==> src/rtl/snake_game_ctrl.sv <==
// Game sequencer for the snake datapath: idle/run/pause/over state machine,
// length-dependent step strobe and a 2-deep turn queue fed by button pulses.
module snake_game_ctrl #(
  parameter int unsigned TICK_BASE     = 4000000,
  parameter int unsigned TICK_STEP     = 400000,
  parameter int unsigned MIN_TICK      = 1000000,
  parameter int unsigned LEN_PER_LEVEL = 4,
  parameter int unsigned MAX_LEN       = 31
) (
  input  logic       CLOCK,
  input  logic       reset_n,
  input  logic       start_pulse,
  input  logic       left_pulse,
  input  logic       right_pulse,
  input  logic       collision,
  input  logic [4:0] len,
  output logic       step,
  output logic       turn_left,
  output logic       turn_right,
  output logic       game_reset,
  output logic [1:0] state,
  output logic [2:0] level,
  output logic       win
);

  // Inputs are single-cycle request pulses with no back-pressure: a request
  // that cannot be honoured in the cycle it arrives (queue full, wrong state)
  // is dropped, never stalled.
  typedef enum logic [1:0] {
    ST_IDLE  = 2'd0,
    ST_RUN   = 2'd1,
    ST_PAUSE = 2'd2,
    ST_OVER  = 2'd3
  } state_t;

  localparam logic [31:0] BASE  = 32'(TICK_BASE);
  localparam logic [31:0] DELTA = 32'(TICK_STEP);
  localparam logic [31:0] FLOOR = 32'(MIN_TICK);

  state_t      state_q, state_d;
  logic [31:0] cnt_q, cnt_d;
  logic [1:0]  q_data_q, q_data_d;   // bit 0 is the head; 1 = right
  logic [1:0]  q_cnt_q, q_cnt_d;
  logic [2:0]  level_q, level_d;
  logic        win_q, win_d;
  logic        game_reset_d, step_d, turn_left_d, turn_right_d;
  logic        step_q, turn_left_q, turn_right_q, game_reset_q;

  logic [31:0] level_raw;
  logic [31:0] level_sub;
  logic [31:0] period;
  logic        fire;
  logic [1:0]  occ;

  always_comb begin
    level_raw = 32'(len) / LEN_PER_LEVEL;
    level_d   = (level_raw > 32'd7) ? 3'd7 : level_raw[2:0];
  end

  // Clamp before subtracting so an aggressive level never wraps the period.
  always_comb begin
    level_sub = 32'(level_q) * DELTA;
    period    = ((level_sub + FLOOR) >= BASE) ? FLOOR : (BASE - level_sub);
    fire      = (cnt_q >= (period - 32'd1));
  end

  always_comb begin
    state_d      = state_q;
    cnt_d        = cnt_q;
    q_data_d     = q_data_q;
    q_cnt_d      = q_cnt_q;
    win_d        = win_q;
    game_reset_d = 1'b0;
    step_d       = 1'b0;
    turn_left_d  = 1'b0;
    turn_right_d = 1'b0;
    occ          = q_cnt_q;
    case (state_q)
      ST_IDLE, ST_OVER: begin
        if (start_pulse) begin
          game_reset_d = 1'b1;
          win_d        = 1'b0;
          q_data_d     = 2'b00;
          q_cnt_d      = 2'd0;
          cnt_d        = 32'd0;
          state_d      = ST_RUN;
        end
      end
      ST_RUN: begin
        if (collision) begin
          state_d  = ST_OVER;
          win_d    = 1'b0;
          q_data_d = 2'b00;
          q_cnt_d  = 2'd0;
        end else if (32'(len) >= MAX_LEN) begin
          state_d  = ST_OVER;
          win_d    = 1'b1;
          q_data_d = 2'b00;
          q_cnt_d  = 2'd0;
        end else if (start_pulse) begin
          state_d = ST_PAUSE;
        end else begin
          if (fire) begin
            cnt_d  = 32'd0;
            step_d = 1'b1;
            if (q_cnt_q != 2'd0) begin
              turn_left_d  = ~q_data_q[0];
              turn_right_d = q_data_q[0];
              q_data_d     = {1'b0, q_data_q[1]};
              occ          = q_cnt_q - 2'd1;
            end
          end else begin
            cnt_d = cnt_q + 32'd1;
          end
          // Append after the pop so a full queue that steps still takes the push.
          q_cnt_d = occ;
          if ((left_pulse ^ right_pulse) && (occ != 2'd2)) begin
            q_data_d[occ[0]] = right_pulse;
            q_cnt_d          = occ + 2'd1;
          end
        end
      end
      ST_PAUSE: begin
        if (start_pulse) state_d = ST_RUN;
      end
      default: state_d = ST_IDLE;
    endcase
  end

  always_ff @(posedge CLOCK or negedge reset_n) begin
    if (!reset_n) begin
      state_q      <= ST_IDLE;
      cnt_q        <= 32'd0;
      q_data_q     <= 2'b00;
      q_cnt_q      <= 2'd0;
      level_q      <= 3'd0;
      win_q        <= 1'b0;
      game_reset_q <= 1'b0;
      step_q       <= 1'b0;
      turn_left_q  <= 1'b0;
      turn_right_q <= 1'b0;
    end else begin
      state_q      <= state_d;
      cnt_q        <= cnt_d;
      q_data_q     <= q_data_d;
      q_cnt_q      <= q_cnt_d;
      level_q      <= level_d;
      win_q        <= win_d;
      game_reset_q <= game_reset_d;
      step_q       <= step_d;
      turn_left_q  <= turn_left_d;
      turn_right_q <= turn_right_d;
    end
  end

  assign state      = state_q;
  assign level      = level_q;
  assign win        = win_q;
  assign game_reset = game_reset_q;
  assign step       = step_q;
  assign turn_left  = turn_left_q;
  assign turn_right = turn_right_q;

endmodule

==> config.mk <==
export PLATFORM = sky130hd
export DESIGN_NAME = snake_game_ctrl
export DESIGN_NICKNAME = d
export VERILOG_FILES = /design/src/rtl/snake_game_ctrl.sv
export SDC_FILE = /design/constraint.sdc
export NUM_CORES = 1
export LEC_CHECK = 0
export ABC_AREA = 1
export CORE_ASPECT_RATIO = 1.2
export CORE_MARGIN = 5
export CORE_UTILIZATION = 44
export CTS_BUF_LIST = sky130_fd_sc_hd__clkbuf_4
export DETAILED_ROUTE_END_ITERATION = 12
export PLACE_DENSITY = 0.61
export SETUP_SLACK_MARGIN = 0.02
export SKIP_LAST_GASP = 1
export SYNTH_ARGS = -nofsm -noshare
export SYNTH_HDL_FRONTEND = slang
export SYNTH_SLANG_ARGS = --single-unit
==> constraint.sdc <==
create_clock -name CLOCK -period 10.4 [get_ports CLOCK]
set_clock_uncertainty 0.15 [all_clocks]
set_input_delay 2.08 -clock CLOCK [delete_from_list [all_inputs] [get_ports CLOCK]]
set_output_delay 2.08 -clock CLOCK [all_outputs]
set_load 0.03 [all_outputs]
==> metrics.txt, run 1 <==
outcome=finished clean; Top FF cell, synth=dfrtp_1; initial antenna violation count=0; Pins Over Slew Limit=0; CP endpoint kind=register; total gr overflow=0; layout cell share with drive strength beyond 1=0.0444; Post-CTS Resized=0; via count=3747; delay of the slowest critical-path stage=0.63 ns; Die Y=115 um; Root Buffer=clkbuf_4; largest net degree at the start of global routing=47; Chip Width=97.3 um; initial core utilization=0.448; Post-synth EDFFs=0; worst skew pair latency=0.37 ns; Async SR Flop Fraction=1.00; Clock Path Buffers=2; RSZ-0062 raised after global routing=false; overall power=596 uW; setup ws final=4.47 ns; Slew HR=0.294; minimum clock period=5.93 ns; Routed wire per std cell=14.1 um; Yosys cell types=42; met3 usage=0.0267; # diodes=0; Placed Cells=699; cell count of the worst reg-to-reg path=34; WS Path Type=reg -> reg; DR DRC count=0; DP Worst Slack=4.49 ns; final wirelength=9940 um; first-pass GRT wire length=17100 um; worst hold path class=reg -> reg; Worst Path Required=10.52 ns; TNS Setup=0 ns; Final Instance Count excl. Fillers=705; Critical Path Start=level[1]; Hold Slack=0.347 ns; CTS tree=built; register-to-register setup slack=4.47 ns; die area=11200 sq um; clock sink total=46; Leak=2.04 nW; drt initial violations=209; Num CTS Buffers=5; cell mode on critical path=nand2_1; Slowest cell on crit path=dfrtp_1; H-tree Lvls=2; startpoint types=register; Power Dens Cells=135 nW/um^2; worst-margin pin slew=1.06 ns; flops & latches, synth=46; commonest non-fill, non-tap cell in the layout=nand2_1; Mapped Cells=559; # Post-CTS Setup Buffers=0; Total Nets Final=640; total iterations of the first detailed-routing run=4; most used routing layer=met2; Syn Area/Cell=7.21 sq um; CP endpoint=q_data_q[1]; GRT Resource Usage Total=0.186; dpl hpwl=7850 um; IO Port Bufs=20; worst-path maximum fanout=10; Yosys warning total=0; hold buffers post-CTS=0; Worst-path clk slew=0.13 ns; I/O pin cnt=21; final hold vios=0; Tcrit/Tclk final=0.570; R2R Path Start=level[1]; vias in the first global route=3837; Max-cap violations=0; RD Place Congestion=0.871; met2 Track Usage GR=0.346; Area growth, synth to finish=9.38%; Synth Cell Area=4030 sq um; register area share after synthesis=0.286; reg2reg end=q_data_q[1]; site row count=38; Max rail drop VDD=0.114 mV; most frequent cells in the layout=127 x nand2_1, 75 x inv_1, 57 x nor2_1, 46 x dfrtp_1, 42 x ha_1; FMAX=0.169 GHz; Via-to-Cell Ratio=5.31; antenna-violating nets left=0; met1 global-route usage=0.209; Core Region=8990 sq um; count of final setup violators=0; arrival time at the worst endpoint=6.05 ns
[where the power goes]
group | internal, mW | switching, mW | leakage [nW]
clock network | 0.0232 | 0.0569 | 0.0246
registers | 0.198 | 0.0161 | 0.624
logic | 0.0885 | 0.213 | 1.39
total | 0.310 | 0.286 | 2.04
[worst min path at each step]
stage,start,endpoint,slack [ns],depth (start not counted)
floorplan,q_data_q[0],turn_left,0.30,1
global placement,win,win,0.33,2
detailed placement,q_data_q[0],turn_left,0.33,1
CTS,q_data_q[0],turn_left,0.35,1
global route,q_data_q[0],turn_left,0.38,1
finish,q_data_q[0],turn_left,0.35,1
[final cells by class]
type | count | area [sq um]
Sequential cell | 46 | 1150
Multi-Input combinational cell | 434 | 2570
Fill cell | 907 | 4580
Inverter | 79 | 297
Clock buffer | 5 | 37.5
Tap cell | 120 | 150
Clock inverter | 1 | 3.75
Timing Repair Buffer | 20 | 195
[kinds of logic after synthesis]
| family | synth area share |
|---|---|
| simple gates | 0.297 |
| flops | 0.286 |
| xor+xnor | 0.0690 |
| fa+ha+maj | 0.135 |
| compound gates | 0.127 |
| buf+inv | 0.0842 |
| other cells | 0.000931 |
[sequential cells by signal, summed over array words and instances, names as in the netlist]
signal,flops
cnt_q,32
game_reset,1
level,3
q_cnt_q,2
q_data_q,2
state,2
step,1
turn_left,1
turn_right,1
win,1
[metal layers]
metal | share of wire | vias to the layer above
li1 | - | 1912
met1 | 0.43 | 1738
met2 | 0.50 | 62
met3 | 0.026 | 35
met4 | 0.038 | 0
met5 | 0 | -
[cell usage after synthesis (2+ instances only)]
master | n | area (sq um)
inv_1 | 75 | 282
o22ai_1 | 9 | 56.3
clkbuf_1 | 4 | 15.0
xnor2_1 | 3 | 26.3
or3_1 | 2 | 12.5
o32ai_1 | 7 | 61.3
o221ai_1 | 2 | 17.5
o21ai_1 | 4 | 20.0
xor2_1 | 25 | 219
xor2_2 | 2 | 32.5
ha_1 | 42 | 526
nand3b_1 | 2 | 15.0
inv_2 | 4 | 15.0
o211ai_1 | 5 | 37.5
nand4_1 | 17 | 106
buf_2 | 4 | 20.0
o21a_1 | 2 | 15.0
nor3_2 | 2 | 20.0
nor2_1 | 57 | 214
o21ai_0 | 17 | 85.1
dfrtp_1 | 46 | 1150
nor2_2 | 3 | 18.8
a21oi_1 | 35 | 175
nor3_1 | 13 | 65.1
nor2_4 | 2 | 22.5
nor4_1 | 6 | 37.5
nand3_1 | 28 | 140
nand2_1 | 127 | 477
[stage by stage]
step	util	cell area [sq um]
2_1_floorplan	-	4060
3_3_place_gp	0.486	4360
3_5_place_dp	0.486	4360
4_1_cts	0.490	4410
5_1_grt	0.490	4410
6_report	0.490	4410
[worst max-delay path: cells and delay by family (launching register included)]
family	cells	cell delay [ns]
buffers and inverters	4	0.47
and+or+nand+nor	22	2.71
DFF	1	0.63
AOI/OAI and AO/OA	4	0.64
adders and majority gates	4	1.22
Power figures use the tool's default switching activity.
==> run 2: changes to the inputs <==
Clock period 10.4 ns to 5.9 ns, I/O delays scaled along.
==> metrics.txt, run 2 (synthesis gave the netlist of run 1 again) <==
sw power=507 uW (+77%); hold buffers post-CTS=0 (unchanged); CTS tree=built; # Post-CTS Setup Buffers=0 (unchanged); clock share of power=0.130 (-0.004); sw frac=0.478 (-0.00200); initial antenna violation count=1 (+1); Gate power share=0.516 (+0.010); I/O pin cnt=21 (unchanged); site row count=38 (unchanged); minimum clock period=5.26 ns (-0.668 ns); Pins Over Slew Limit=0 (unchanged); total gr overflow=0 (unchanged); count of final setup violators=0 (unchanged); Chip Width=97.3 um (unchanged); Power Dens Cells=238 nW/um^2 (+76%); worst hold path class=reg -> reg; Tcrit/Tclk final=0.892 (+0.322); final wirelength=9790 um (-1.4%); first-pass GRT wire length=17100 um (-0.12%); largest net degree at the start of global routing=47 (unchanged); FMAX=0.190 GHz (+13%); R2R Path Start=level[2]; RD Place Congestion=0.861 (-1.2%); Core Region=8990 sq um (unchanged); startpoint types=register; Worst Path Required=6.01 ns (-4.51 ns); Clock Path Buffers=2 (unchanged); cell mode on critical path=nand2_1; CP endpoint kind=register; via count=3761 (+0.37%); Routed wire per std cell=13.8 um (-2.1%); fillcell total=899 (-0.88%); Slew HR=0.297 (+0.00289); Reg power frac=0.354 (-0.005); outcome=finished clean; buffers and inverters on the worst path=2 (-2); IO Port Bufs=20 (unchanged); Leak=2.05 nW (+0.80%); CP delay by family, top=simple AND/OR/NAND/NOR gates; arrival time at the worst endpoint=5.37 ns (-0.68 ns); Total Nets Final=644 (+0.63%); internal power=553 uW (+79%); Max-cap violations=0 (unchanged); die area=11200 sq um (unchanged); clock sink total=46 (unchanged); layout cell share with drive strength beyond 1=0.0577 (+0.0133); Critical Path Start=level[2]; most frequent cells in the layout=127 x nand2_1, 75 x inv_1, 57 x nor2_1, 45 x dfrtp_1, 40 x ha_1; largest register by flop count=cnt_q; final hold vios=0 (unchanged); GRT Resource Usage Total=0.186 (-0.000242); WS Path Type=reg -> reg; Worst-path clk slew=0.12 ns (about the same); worst-path maximum fanout=8 (-2); RSZ-0062 raised after global routing=false; antenna-violating nets left=0 (unchanged); Largest register FFs=32 (unchanged); Worst Hold Launch=win; commonest non-fill, non-tap cell in the layout=nand2_1; H-tree Lvls=2 (unchanged); initial core utilization=0.448 (unchanged); dpl hpwl=7770 um (-0.98%); vias in the first global route=3699 (-3.6%); worst-margin pin slew=1.05 ns (-0.00434 ns); Area growth, synth to finish=10.5%; Root Buffer=clkbuf_4; TNS Setup=0 ns (unchanged); Slowest cell on crit path=dfrtp_1; Max rail drop VDD=0.186 mV (+63%); drt initial violations=141 (-33%); DR DRC count=0 (unchanged); Die Y=115 um (unchanged); worst skew pair latency=0.38 ns (about the same); total iterations of the first detailed-routing run=5 (+1); Num CTS Buffers=5 (unchanged); Post-CTS Resized=0 (unchanged); setup ws final=0.640 ns (-3.83 ns); delay of the slowest critical-path stage=0.51 ns (-0.12 ns); DP Worst Slack=0.309 ns (-4.18 ns); Via-to-Cell Ratio=5.30 (-0.33%)
==> run 2: worst paths after layout <==
path,endpoint,slack (ns),depth (start not counted)
max reg2reg,q_data_q[1],0.64,33
min reg2reg,win,0.35,2
min,win,0.35,2
max,q_data_q[1],0.64,33
max in group asynchronous,level[0],4.03,1
min in group asynchronous,cnt_q[24],0.82,1
==> run 2: through the flow <==
step / power, mW / util / instance area (sq um) / hold slack (ns) / instances
4_1_cts: 1.07 / 0.494 / 4440 / 0.354 / 709
6_report: 1.06 / 0.495 / 4450 / 0.346 / 710
5_1_grt: 1.15 / 0.495 / 4450 / 0.391 / 710
3_3_place_gp: 0.914 / 0.489 / 4390 / 0.321 / 703
2_1_floorplan: 0.769 / - / 4060 / 0.304 / 568
3_5_place_dp: 0.927 / 0.489 / 4390 / 0.326 / 703
==> run 2: power by group through the flow <==
stage / Sequential [mW] / Clock [mW] / Combinational (mW)
after detailed placement: 0.382 / 0 / 0.544
after floorplan: 0.404 / 0 / 0.365
after CTS: 0.376 / 0.146 / 0.547
final: 0.375 / 0.138 / 0.547
after global routing: 0.381 / 0.159 / 0.614
after global placement: 0.381 / 0 / 0.533
==> run 2: per-layer routing <==
layer	vias to the layer above	track usage	part of all wire
met5	-	0	0
met4	0	0.0905	0.043
met3	28	0.0237	0.031
met2	69	0.333	0.49
met1	1742	0.221	0.44
li1	1922	-	-
==> run 2: cell type report <==
cell class              count  area [sq um]  share of cell area
repair buffers             24           225              0.0506
multi-input cells         434          2580               0.580
flip-flops and latches     46          1150               0.259
inverters                  79           297              0.0666
clock buffers               5          37.5             0.00844
clock inverters             1          3.75            0.000844
well taps                 120           150              0.0337
diodes                      1          2.50            0.000562
==> run 2: worst register-to-register path, delay by kind of cell, from the launching register on <==
family	cells	cell delay, ns
simple gates	21	2.28
compound gates	6	0.88
flops	1	0.51
buf+inv	2	0.16
fa+ha+maj	4	1.21
